==> config.mk <==
export PLATFORM = sky130hd
export DESIGN_NAME = ysyx_2022040010_axi_rw
export DESIGN_NICKNAME = d
export VERILOG_FILES = /design/src/rtl/ysyx_2022040010_axi_rw_pkg.sv /design/src/rtl/ysyx_2022040010_axi_rw.sv
export SDC_FILE = /design/constraint.sdc
export NUM_CORES = 1
export LEC_CHECK = 0
export CAP_MARGIN = 15
export CORE_AREA = 2 2 211 213
export CTS_CLUSTER_SIZE = 14
export DETAILED_ROUTE_END_ITERATION = 16
export DIE_AREA = 0 0 213 215
export DONT_BUFFER_PORTS = 1
export GPL_TIMING_DRIVEN = 0
export PLACE_DENSITY = 0.42
export SKIP_CTS_REPAIR_TIMING = 1
export SYNTH_ARGS = -nofsm -noshare
export SYNTH_HDL_FRONTEND = slang
export SYNTH_SLANG_ARGS = --single-unit
==> constraint.sdc <==
create_clock -name clk -period 1.71 [get_ports clk]
set_input_delay 0.342 -clock clk [delete_from_list [all_inputs] [get_ports clk]]
set_output_delay 0.342 -clock clk [all_outputs]
set_load 0.02 [all_outputs]
==> src/rtl/ysyx_2022040010_axi_rw_pkg.sv <==
// rtl/ysyx_2022040010_axi_rw_pkg.sv - shared AXI codes and FSM encoding for the AXI read/write bridge
// Purpose: constants shared by the bridge and anything that decodes its AXI traffic.
//   AXI_BURST_INCR / AXI_LEN_SINGLE : fixed single-beat INCR burst fields
//   AXI_RESP_OKAY                   : response code driven after reset
//   rw_state_t                      : bridge FSM state encoding
//   axi_size()                      : maps log2-bytes request size onto AxSIZE
package ysyx_2022040010_axi_rw_pkg;

   localparam logic [1:0] AXI_BURST_INCR = 2'b01;
   localparam logic [7:0] AXI_LEN_SINGLE = 8'd0;
   localparam logic [1:0] AXI_RESP_OKAY  = 2'b00;

   typedef enum logic [2:0] {
      ST_IDLE = 3'd0,
      ST_AR   = 3'd1,
      ST_R    = 3'd2,
      ST_AW_W = 3'd3,
      ST_B    = 3'd4,
      ST_DONE = 3'd5
   } rw_state_t;

   function automatic logic [2:0] axi_size(input logic [1:0] size);
      return {1'b0, size};
   endfunction

endpackage

==> src/rtl/ysyx_2022040010_axi_rw.sv <==
// rtl/ysyx_2022040010_axi_rw.sv - single-outstanding AXI4 read/write bridge for the cache arbiter
// Purpose: turns one arbiter request (read or write, 1..8 bytes) into a single-beat
// AXI4 transaction and reports completion with a one-cycle rw_ready_o pulse.
// Ports:
//   clk, rst                   : clock, synchronous active-high reset
//   rw_valid_i .. rw_data_i    : request from arbiter (req 0=read/1=write, addr, size, id, mask, data)
//   rw_ready_o, rw_data_o,
//   rw_id_o, rw_resp_o         : completion pulse with read data, ID and AXI response
//   aw_* / w_* / b_*           : AXI write address, write data and write response channels
//   ar_* / r_*                 : AXI read address and read data channels
module ysyx_2022040010_axi_rw
   import ysyx_2022040010_axi_rw_pkg::*;
#(
   parameter int RW_ID_W = 4,
   parameter int ADDR_W  = 64
) (
   input  logic               clk,
   input  logic               rst,
   input  logic               rw_valid_i,
   input  logic               rw_req_i,
   input  logic [ADDR_W-1:0]  rw_addr_i,
   input  logic [1:0]         rw_size_i,
   input  logic [RW_ID_W-1:0] rw_id_i,
   input  logic [7:0]         rw_mask_i,
   input  logic [63:0]        rw_data_i,
   output logic               rw_ready_o,
   output logic [63:0]        rw_data_o,
   output logic [RW_ID_W-1:0] rw_id_o,
   output logic [1:0]         rw_resp_o,
   output logic               aw_valid_o,
   input  logic               aw_ready_i,
   output logic [ADDR_W-1:0]  aw_addr_o,
   output logic [RW_ID_W-1:0] aw_id_o,
   output logic [7:0]         aw_len_o,
   output logic [2:0]         aw_size_o,
   output logic [1:0]         aw_burst_o,
   output logic               w_valid_o,
   input  logic               w_ready_i,
   output logic [63:0]        w_data_o,
   output logic [7:0]         w_strb_o,
   output logic               w_last_o,
   input  logic               b_valid_i,
   output logic               b_ready_o,
   input  logic [1:0]         b_resp_i,
   input  logic [RW_ID_W-1:0] b_id_i,
   output logic               ar_valid_o,
   input  logic               ar_ready_i,
   output logic [ADDR_W-1:0]  ar_addr_o,
   output logic [RW_ID_W-1:0] ar_id_o,
   output logic [7:0]         ar_len_o,
   output logic [2:0]         ar_size_o,
   output logic [1:0]         ar_burst_o,
   input  logic               r_valid_i,
   output logic               r_ready_o,
   input  logic [63:0]        r_data_i,
   input  logic [1:0]         r_resp_i,
   input  logic               r_last_i,
   input  logic [RW_ID_W-1:0] r_id_i
);

   rw_state_t          r_state;
   logic [ADDR_W-1:0]  r_addr;
   logic [1:0]         r_size;
   logic [RW_ID_W-1:0] r_id;
   logic [7:0]         r_mask;
   logic [63:0]        r_wdata;
   logic               r_aw_done;
   logic               r_w_done;

   logic w_aw_hs;
   logic w_w_hs;

   // Only one transaction is ever in flight, so beat/ID tags carry no information.
   logic w_unused_ok;
   assign w_unused_ok = &{1'b0, r_last_i, r_id_i, b_id_i};

   assign w_aw_hs = aw_valid_o & aw_ready_i;
   assign w_w_hs  = w_valid_o & w_ready_i;

   // Payload comes straight from the request registers, which only change in IDLE,
   // so it is stable for the whole life of each valid.
   assign aw_addr_o  = r_addr;
   assign aw_id_o    = r_id;
   assign aw_len_o   = AXI_LEN_SINGLE;
   assign aw_size_o  = axi_size(r_size);
   assign aw_burst_o = AXI_BURST_INCR;
   assign w_data_o   = r_wdata;
   assign w_strb_o   = r_mask;
   assign w_last_o   = 1'b1;
   assign ar_addr_o  = r_addr;
   assign ar_id_o    = r_id;
   assign ar_len_o   = AXI_LEN_SINGLE;
   assign ar_size_o  = axi_size(r_size);
   assign ar_burst_o = AXI_BURST_INCR;

   always_ff @(posedge clk) begin
      if (rst) begin
         r_state    <= ST_IDLE;
         r_addr     <= '0;
         r_size     <= '0;
         r_id       <= '0;
         r_mask     <= '0;
         r_wdata    <= '0;
         r_aw_done  <= 1'b0;
         r_w_done   <= 1'b0;
         aw_valid_o <= 1'b0;
         w_valid_o  <= 1'b0;
         b_ready_o  <= 1'b0;
         ar_valid_o <= 1'b0;
         r_ready_o  <= 1'b0;
         rw_ready_o <= 1'b0;
         rw_data_o  <= '0;
         rw_id_o    <= '0;
         rw_resp_o  <= AXI_RESP_OKAY;
      end else begin
         case (r_state)
            ST_IDLE: begin
               if (rw_valid_i) begin
                  r_addr  <= rw_addr_i;
                  r_size  <= rw_size_i;
                  r_id    <= rw_id_i;
                  r_mask  <= rw_mask_i;
                  r_wdata <= rw_data_i;
                  if (rw_req_i) begin
                     aw_valid_o <= 1'b1;
                     w_valid_o  <= 1'b1;
                     r_state    <= ST_AW_W;
                  end else begin
                     ar_valid_o <= 1'b1;
                     r_state    <= ST_AR;
                  end
               end
            end
            ST_AR: begin
               if (ar_ready_i) begin
                  ar_valid_o <= 1'b0;
                  r_ready_o  <= 1'b1;
                  r_state    <= ST_R;
               end
            end
            ST_R: begin
               if (r_valid_i) begin
                  r_ready_o  <= 1'b0;
                  rw_data_o  <= r_data_i;
                  rw_resp_o  <= r_resp_i;
                  rw_id_o    <= r_id;
                  rw_ready_o <= 1'b1;
                  r_state    <= ST_DONE;
               end
            end
            ST_AW_W: begin
               if (w_aw_hs) begin
                  aw_valid_o <= 1'b0;
                  r_aw_done  <= 1'b1;
               end
               if (w_w_hs) begin
                  w_valid_o <= 1'b0;
                  r_w_done  <= 1'b1;
               end
               // Either handshake may land this cycle or have landed earlier.
               if ((r_aw_done | w_aw_hs) && (r_w_done | w_w_hs)) begin
                  r_aw_done <= 1'b0;
                  r_w_done  <= 1'b0;
                  b_ready_o <= 1'b1;
                  r_state   <= ST_B;
               end
            end
            ST_B: begin
               if (b_valid_i) begin
                  b_ready_o  <= 1'b0;
                  rw_data_o  <= '0;
                  rw_resp_o  <= b_resp_i;
                  rw_id_o    <= r_id;
                  rw_ready_o <= 1'b1;
                  r_state    <= ST_DONE;
               end
            end
            ST_DONE: begin
               // rw_valid_i is still high here from the finished request; ignore it.
               rw_ready_o <= 1'b0;
               r_state    <= ST_IDLE;
            end
            default: r_state <= ST_IDLE;
         endcase
      end
   end

endmodule

# [After elaboration in Yosys (flattened, before gate mapping)]
# Cells that the tools add are included.
[word_totals] inputBits=228 ff_bits=223 word_cells=95 out_inout_bits=311
[classes] bitwise=4 n_eq_ne=14 reduce_logical=21 muxes=39
[ops] operator="two-way mux 64 bit" n=2
[ops] operator="case mux 64 bit (2 select lines)" n=1
[ops] operator="inequality test 2 bit (second input constant)" n=9
[ops] operator="two-way mux 1 bit" n=17
[ops] operator="two-way mux 3 bit" n=5
[ops] operator="case mux 3 bit (5 select lines)" n=1
[ops] operator="nonzero test 2 bit" n=7
[ops] operator="AND reduction 3 bit" n=4
[ops] operator="AND reduction 4 bit" n=3
[ops] operator="case mux 1 bit (2 select lines)" n=5
[ops] operator="two-way mux 4 bit" n=2
[ops] operator="case mux 4 bit (2 select lines)" n=1
[ops] operator="equality test 3 x 2 -> 1 bit (second input constant)" n=2
[ops] operator="equality test 3 bit (second input constant)" n=2
[ops] operator="two-way mux 2 bit" n=3
[ops] operator="AND reduction 2 bit" n=3
[ops] operator="AND reduction 5 bit" n=1
[ops] operator="case mux 2 bit (2 select lines)" n=1
[ops] operator="equality test 3 x 1 -> 1 bit (second input constant)" n=1
[ops] operator="logical NOT 3 bit" n=1
[ops] operator="case mux 1 bit (3 select lines)" n=1
[ops] operator="nonzero test 3 bit" n=1
[ops] operator="bitwise AND 1 bit" n=2
[ops] operator="bitwise OR 1 bit" n=2
[ops] operator="logical AND 1 bit" n=1

# [Logic depth before layout (Yosys ltp)]
# Gate-level depths: netlist of the first run.
[depth] depth_word=5 mapped_depth=7 depth_no_buf=4

# [Worst setup path before layout of the first run]
# No wires, ideal clock.
[synth_timing] path_kind="flip-flop to flip-flop" from="register r_state[2]" to="register rw_data_o[31]" required_ns=1.582 path_buffers=3 setup_time_ns=0.128 t_arrival_ns=1.390 setup_slack_ns=0.192 synth_period_minus_slack_ns=1.518 stages_incl_launch_ff=8 cell_sequence="dfxtp_1 buf_4 nor3b_4 a21oi_2 buf_2 buf_6 a22oi_1 nor2_1"
[synth_between] elab_chain_len=3 word_cells_on_any_way=7 cone_classes="eq/ne (4); mux (1); reduce/logical (2)"
[synth_lines] element="from (decl)" line_no="ysyx_2022040010_axi_rw.sv:61" text="rw_state_t r_state;"
[synth_lines] element="from (signal assigned)" line_no="ysyx_2022040010_axi_rw.sv:98" text="r_state <= ST_IDLE;"
[synth_lines] element="from (signal assigned)" line_no="ysyx_2022040010_axi_rw.sv:127" text="r_state <= ST_AW_W;"
[synth_lines] element="from (signal assigned)" line_no="ysyx_2022040010_axi_rw.sv:130" text="r_state <= ST_AR;"
[synth_lines] element="equality test 3 x 2 -> 1 bit / equality test 3 bit (equally long branches)" line_no="ysyx_2022040010_axi_rw.sv:116" text="case (r_state)"
[synth_lines] element="inequality test 2 bit (no line) / nonzero test 2 bit (equally long branches)"
[synth_lines] element="AND reduction 3 bit (no line)"
[synth_lines] element="to (signal assigned)" line_no="ysyx_2022040010_axi_rw.sv:144" text="rw_data_o <= r_data_i;"
[synth_lines] element="to (decl)" line_no="ysyx_2022040010_axi_rw.sv:27" text="output logic [63:0] rw_data_o,"
# Several ways; a longest one is shown, not always the timed one.
# A chain may end at the register's enable or synchronous reset.

# [Final worst setup path of the first run]
[layout_timing] from="register r_state[1]" to="register r_wdata[31] (netlist: w_data_o[31])"
[layout_between] elab_chain_len=2
[layout_lines] element="logical NOT 3 bit" line_no="ysyx_2022040010_axi_rw.sv:116"
[layout_lines] element="AND reduction 2 bit (no line)"
[layout_lines] element="to (signal assigned)" line_no="ysyx_2022040010_axi_rw.sv:123" text="r_wdata <= rw_data_i;"
[layout_lines] element="to (decl)" line_no="ysyx_2022040010_axi_rw.sv:66" text="logic [63:0] r_wdata;"
# No other way between the ends.

==> results of run 1 <==
-- worst max-delay path, cell delays in order, from the launching register on --
cell and delay [ns]:
dfxtp_2 0.34, buf_6 0.14, nand2b_4 0.15, nor3_4 0.21
buf_6 0.14, buf_12 0.12, buf_12 0.11, buf_6 0.13
nand2_1 0.06, a21oi_1 0.17
-- cells by family after synthesis --
family	synth area share [%]
buf+inv	12.3
mux	0.237
other cells	0.0889
simple gates	18.4
compound gates	16.2
flops	52.8
-- routing by layer --
layer  vias up  GRT usage, %  share of wire (%)
met2       366          21.8                 50
met4         0          4.52                3.2
met1      3687          13.9                 38
met5         -             0                  0
li1       3788             -                  -
met3        48          5.11                9.4
-- flip-flops by register name (all words and copies together) (netlist names) --
name / flops
ar_valid_o: 1
r_state: 3
r_w_done: 1
w_valid_o: 1
r_aw_done: 1
rw_resp_o: 2
w_strb_o: 8
aw_valid_o: 1
ar_id_o: 4
b_ready_o: 1
w_data_o: 64
rw_ready_o: 1
r_ready_o: 1
r_size: 2
rw_data_o: 64
ar_addr_o: 64
rw_id_o: 4
-- final cells by class --
| class | count | area [µm²] |
|---|---|---|
| Buffer | 166 | 1180 |
| Fill cell | 4603 | 31100 |
| Sequential cell | 223 | 4470 |
| Clock buffer | 35 | 756 |
| Multi-Input combinational cell | 649 | 3060 |
| Timing Repair Buffer | 219 | 2210 |
| Clock inverter | 12 | 126 |
| Tap cell | 592 | 741 |
-- where the power goes --
part	internal, mW	leakage (nW)	switching (mW)	total [mW]
registers	6.07	1.82	1.84	7.90
clock network	3.40	0.433	2.29	5.69
logic	2.24	2.61	2.93	5.17
-- layout by cell type, fill, tap and decap left out, drive strengths merged, types with 2 or more instances in the layout --
cell type    Yosys  routed
dlygate4sd3      0     204
clkinvlp         0       2
buf            125     130
nand2          301     301
conb             2      23
a211oi           4       4
dfxtp          223     223
nor2b            3       3
nor3             3       3
a22oi           66      66
a31oi            2       2
mux2i            2       2
nor2            72      72
nand2b           4       4
nor4b            2       2
bufinv           0       2
a21oi          154     154
clkinv           0       7
clkbuf          42      86
-- worst max-delay path by stage --
stage / startpoint / end / slack (ns)
finish: r_state[1]$_SDFFE_PP0P_ / w_data_o[31]$_SDFFE_PP0P_ / 0.06
global route: r_state[1]$_SDFFE_PP0P_ / rw_data_o[48]$_SDFFE_PP0P_ / -0.05
CTS: r_state[1]$_SDFFE_PP0P_ / ar_addr_o[62]$_SDFFE_PP0P_ / -0.49
detailed placement: r_state[1]$_SDFFE_PP0P_ / ar_addr_o[62]$_SDFFE_PP0P_ / -0.47
global placement: r_state[1]$_SDFFE_PP0P_ / ar_addr_o[56]$_SDFFE_PP0P_ / -0.45
floorplan: r_state[2]$_SDFFE_PP0P_ / rw_data_o[31]$_SDFFE_PP0P_ / 0.19
-- through the flow --
step / hold WS, ns / setup TNS (ns)
floorplan: 0.478 / 0
global placement: 0.480 / -75.46
detailed placement: 0.486 / -81.08
CTS: -0.107 / -62.54
global route: 0.00293 / -0.0902
finish: -0.0233 / 0
==> results.toml, run 1 <==
[outcome]
status = "finished with violations"
violations = "negative hold slack"

[floorplanning]
die_y_um = 215
pin_count = 539
die-area_um2 = 45800
coreArea_um2 = 43600
num_rows = 77
die_w_um = 213
start_util_pct = 19.4

[sta]
fmax_ghz = 0.607
worst_pin_slew_ns = 0.653
finClkSkew_ns = 0.0105
worst_slack_ns = 0.0636
min_period_ns = 1.65
fin_crit_sh_pct = 96.3
relSlewSlack_pct = 56.5
hold_slack_ns = -0.0233
slew_violations = 0
setup_viol = 0
hold_viol = 5

[placed_design]
dpl_cell_area_um2 = 9270
port_buffers = 0
place_ws_ns = -0.467
place_inst = 1631
gp_congestion = 0.769
dp.final_hpwl_um = 23900

[drt]
routed_via_density = 4.16
drtAntennaViolNets = 0
route.vias.total = 7889
initialDrtViolationCount = 380
drc_errors = 0
wirelength_um = 32800
wl_per_cell_um = 17.3
drt_pre_antenna_iters = 4

[synthesis]
async_flop_share_pct = 0
synth.avg_cell_area_um2 = 8.30
post_synth_main_area_contributors = "dfxtp_1 53%, nand2_1 13%, a21oi_1 9.1%"
syn_inst = 1018
ys_seq_area_share_pct = 52.8
synth_cell_type_count = 34
ys_warn_count = 0
synth_flop_cell = "dfxtp_1"
yosys.area.top_type_share_pct = 52.8
synthTopCellsByCount = "300 x nand2_1, 223 x dfxtp_1, 153 x a21oi_1"
ys_ff_latch = 223
synth.most_common_cell = "nand2_1"
synth-edff-count = 0
synth_top_cell_by_area = "dfxtp_1"
synthesis.area_um2 = 8450

[cts]
cts-root-buf = "clkbuf_16"
htree_num_levels = 1
numCtsBuffers = 27
clock_latency_ns = 0.54
cts_tree = "yes"
clock-sinks = 223
cts_buffer_depth = 3
clk_pin_slew_ns = 0.06

[power_and_ir_drop]
ir_drop_mv = 0.816
finalPower_mw = 18.8
leakagePower_nw = 4.87
pwr_density_cell_nw_per_um2 = 1500

[worst_setup_path]
reg2reg_slack_ns = 0.06
r2r_cells = 9
path_max_fanout = 10
arrival_ns = 2.10
required_ns = 2.16
crit_type = "reg -> reg"
cp-end-kind = "flip-flop"
r2r_start = "r_state[1]$_SDFFE_PP0P_"
r2r-end = "w_data_o[31]$_SDFFE_PP0P_"
start_kind = "flip-flop"

[flow_run]
maxCapViolations = 0

[global_routing]
grt_pass1_vias = 6775
grt_pass1_wl_um = 43800
grt-ovfl-total = 0
grt_use_total_pct = 12.6
grt_max_degree = 14
antenna_found_initial = 0

[min_path]
min_path_type = "in -> reg"
min_from = "r_data_i[63]"
hold_depth = 2
hold-path-endpoint = "rw_data_o[63]$_SDFFE_PP0P_"

[cells_and_area]
fin_nets = 1514
final_cells = 1896
finalInstanceArea_um2 = 12600
diodes = 0
area_delta_synth_final_pct = 48.5
drive_above_1_share_pct = 16.6
utilization_pct = 28.8
No activity file was read; power rests on OpenSTA's default activity.
==> inputs of run 2 (changes only) <==
--- a/config.mk
+++ b/config.mk
@@ -12,7 +12,7 @@
 export DIE_AREA = 0 0 213 215
 export DONT_BUFFER_PORTS = 1
 export GPL_TIMING_DRIVEN = 0
-export PLACE_DENSITY = 0.42
+export PLACE_DENSITY = 0.43
 export SKIP_CTS_REPAIR_TIMING = 1
 export SYNTH_ARGS = -nofsm -noshare
 export SYNTH_HDL_FRONTEND = slang
==> constraint.sdc (replaced) <==
create_clock -name clk -period 1.5 [get_ports clk]
set_input_delay 0.3 -clock clk [delete_from_list [all_inputs] [get_ports clk]]
set_output_delay 0.3 -clock clk [all_outputs]
set_load 0.02 [all_outputs]
==> run 2 against run 1 <==
Against the previous run: flip-flop and latch count is the same; die area is the same; non-clock buffer count grew 15; hold slack lost 0.11 ns; critical path depth shrank 1; combinational power grew 46%; largest power group unchanged; utilization grew 2.6 points; count of clock-buffer cells in the layout grew 5; the flow finishes with violations (negative hold slack, negative setup slack); sequential power grew 16%.
==> results.toml, run 2 (synthesis gave the netlist of run 1 again) <==
[drt]
route.vias.total = 8041
routed_via_density = 4.21
wirelength_um = 34400
drc_errors = 0
initialDrtViolationCount = 253
drt_pre_antenna_iters = 7
drtAntennaViolNets = 0
wl_per_cell_um = 18.0

[cells_and_area]
fin_nets = 1528
layout_common_cells = "257 x nand2_1, 203 x dlygate4sd3_1, 149 x dfxtp_1, 112 x buf_4, 85 x a21oi_1"
area_delta_synth_final_pct = 62.2
fillers = 4554
layout_commonest_cell = "nand2_1"
diodes = 0
finalInstanceArea_um2 = 13700
utilization_pct = 31.4
final_cells = 1910
drive_above_1_share_pct = 33.1

[sta]
slew_violations = 0
relSlewSlack_pct = 47.7
min_period_ns = 1.62
fin_crit_sh_pct = 108
hold_slack_ns = -0.132
rsz0062_at_grt = "yes"
setup_viol = 170
hold_viol = 7
worst_slack_ns = -0.125
worst_pin_slew_ns = 0.785
fin_tns_setup_ns = -10.54
fmax_ghz = 0.615
finClkSkew_ns = 0.00519

[floorplanning]
start_util_pct = 19.4
pin_count = 539
coreArea_um2 = 43600
num_rows = 77
die-area_um2 = 45800
die_w_um = 213
die_y_um = 215

[cts]
cts-root-buf = "clkbuf_16"
htree_num_levels = 1
clock_latency_ns = 0.54
clk_pin_slew_ns = 0.06
cts_tree = "yes"
cts_buffer_depth = 3
clock-sinks = 223
numCtsBuffers = 26

[placed_design]
dp.final_hpwl_um = 24000
gp_congestion = 0.792
dpl_cell_area_um2 = 9280
port_buffers = 0
place_inst = 1631

[worst_setup_path]
crit_type = "reg -> reg"
required_ns = 1.96
start_kind = "flip-flop"
path_max_fanout = 6
cp-end-kind = "flip-flop"
arrival_ns = 2.09

[global_routing]
grt_use_total_pct = 12.6
antenna_found_initial = 1
grt_pass1_wl_um = 43700
grt_pass1_vias = 6709
grt_max_degree = 13
grt-ovfl-total = 0

[power_and_ir_drop]
finalPower_mw = 23.0
pwr_density_cell_nw_per_um2 = 1680
leakagePower_nw = 5.27
ir_drop_mv = 0.747

[outcome]
status = "finished with violations"
violations = "negative hold slack, negative setup slack"

[min_path]
min_path_type = "in -> reg"

[flow_run]
maxCapViolations = 0
[run 2: critical path: stages (launching register included)]
cell	delay [ns]
dfxtp_4	0.35
buf_6	0.12
nand2b_4	0.14
nor3_4	0.26
buf_12	0.16
clkbuf_16	0.17
clkbuf_16	0.17
nand2_1	0.06
a21oi_1	0.12
[run 2: area by class of cell]
cell class / count / area (µm²) / area share (%)
Buffer: 167 / 1330 / 9.71
Clock buffer: 40 / 785 / 5.72
Clock inverter: 6 / 58.8 / 0.429
Multi-Input combinational cell: 649 / 3720 / 27.2
Sequential cell: 223 / 4590 / 33.5
Tap cell: 592 / 741 / 5.40
Timing Repair Buffer: 233 / 2470 / 18.0
[run 2: where the power goes]
group | internal [mW] | switching [mW] | total, mW
Sequential | 7.02 | 2.15 | 9.17
Combinational | 3.59 | 3.97 | 7.57
Clock | 3.74 | 2.56 | 6.31
[run 2: path summary, 6_finish.rpt]
kind                                     end                  startpoint  depth (start not counted)  slack (ns)
hold / removal    ar_addr_o[62]$_SDFFE_PP0P_               rw_addr_i[62]                          2       -0.13
hold reg to reg   ar_addr_o[40]$_SDFFE_PP0P_  ar_addr_o[40]$_SDFFE_PP0P_                          2        0.52
setup / recovery  ar_addr_o[55]$_SDFFE_PP0P_     r_state[1]$_SDFFE_PP0P_                          8       -0.12
setup reg to reg  ar_addr_o[55]$_SDFFE_PP0P_     r_state[1]$_SDFFE_PP0P_                          8       -0.12
[run 2: stage by stage]
step	setup WS [ns]	hold slack, ns
final	-0.125	-0.132
after global routing	-0.201	-0.143
after CTS	-0.741	-0.166
after detailed placement	-0.733	0.442
after global placement	-0.706	0.439
after floorplan	0.0100	0.436
[run 2: layer usage]
layer / global-route usage, % / wire length, µm / up-vias
met1: 14.2 / 13100 / 3868
met4: 4.29 / 804 / 2
li1: - / - / 3798
met2: 22.3 / 17900 / 326
met5: 0 / 13 / -
met3: 4.00 / 2660 / 47
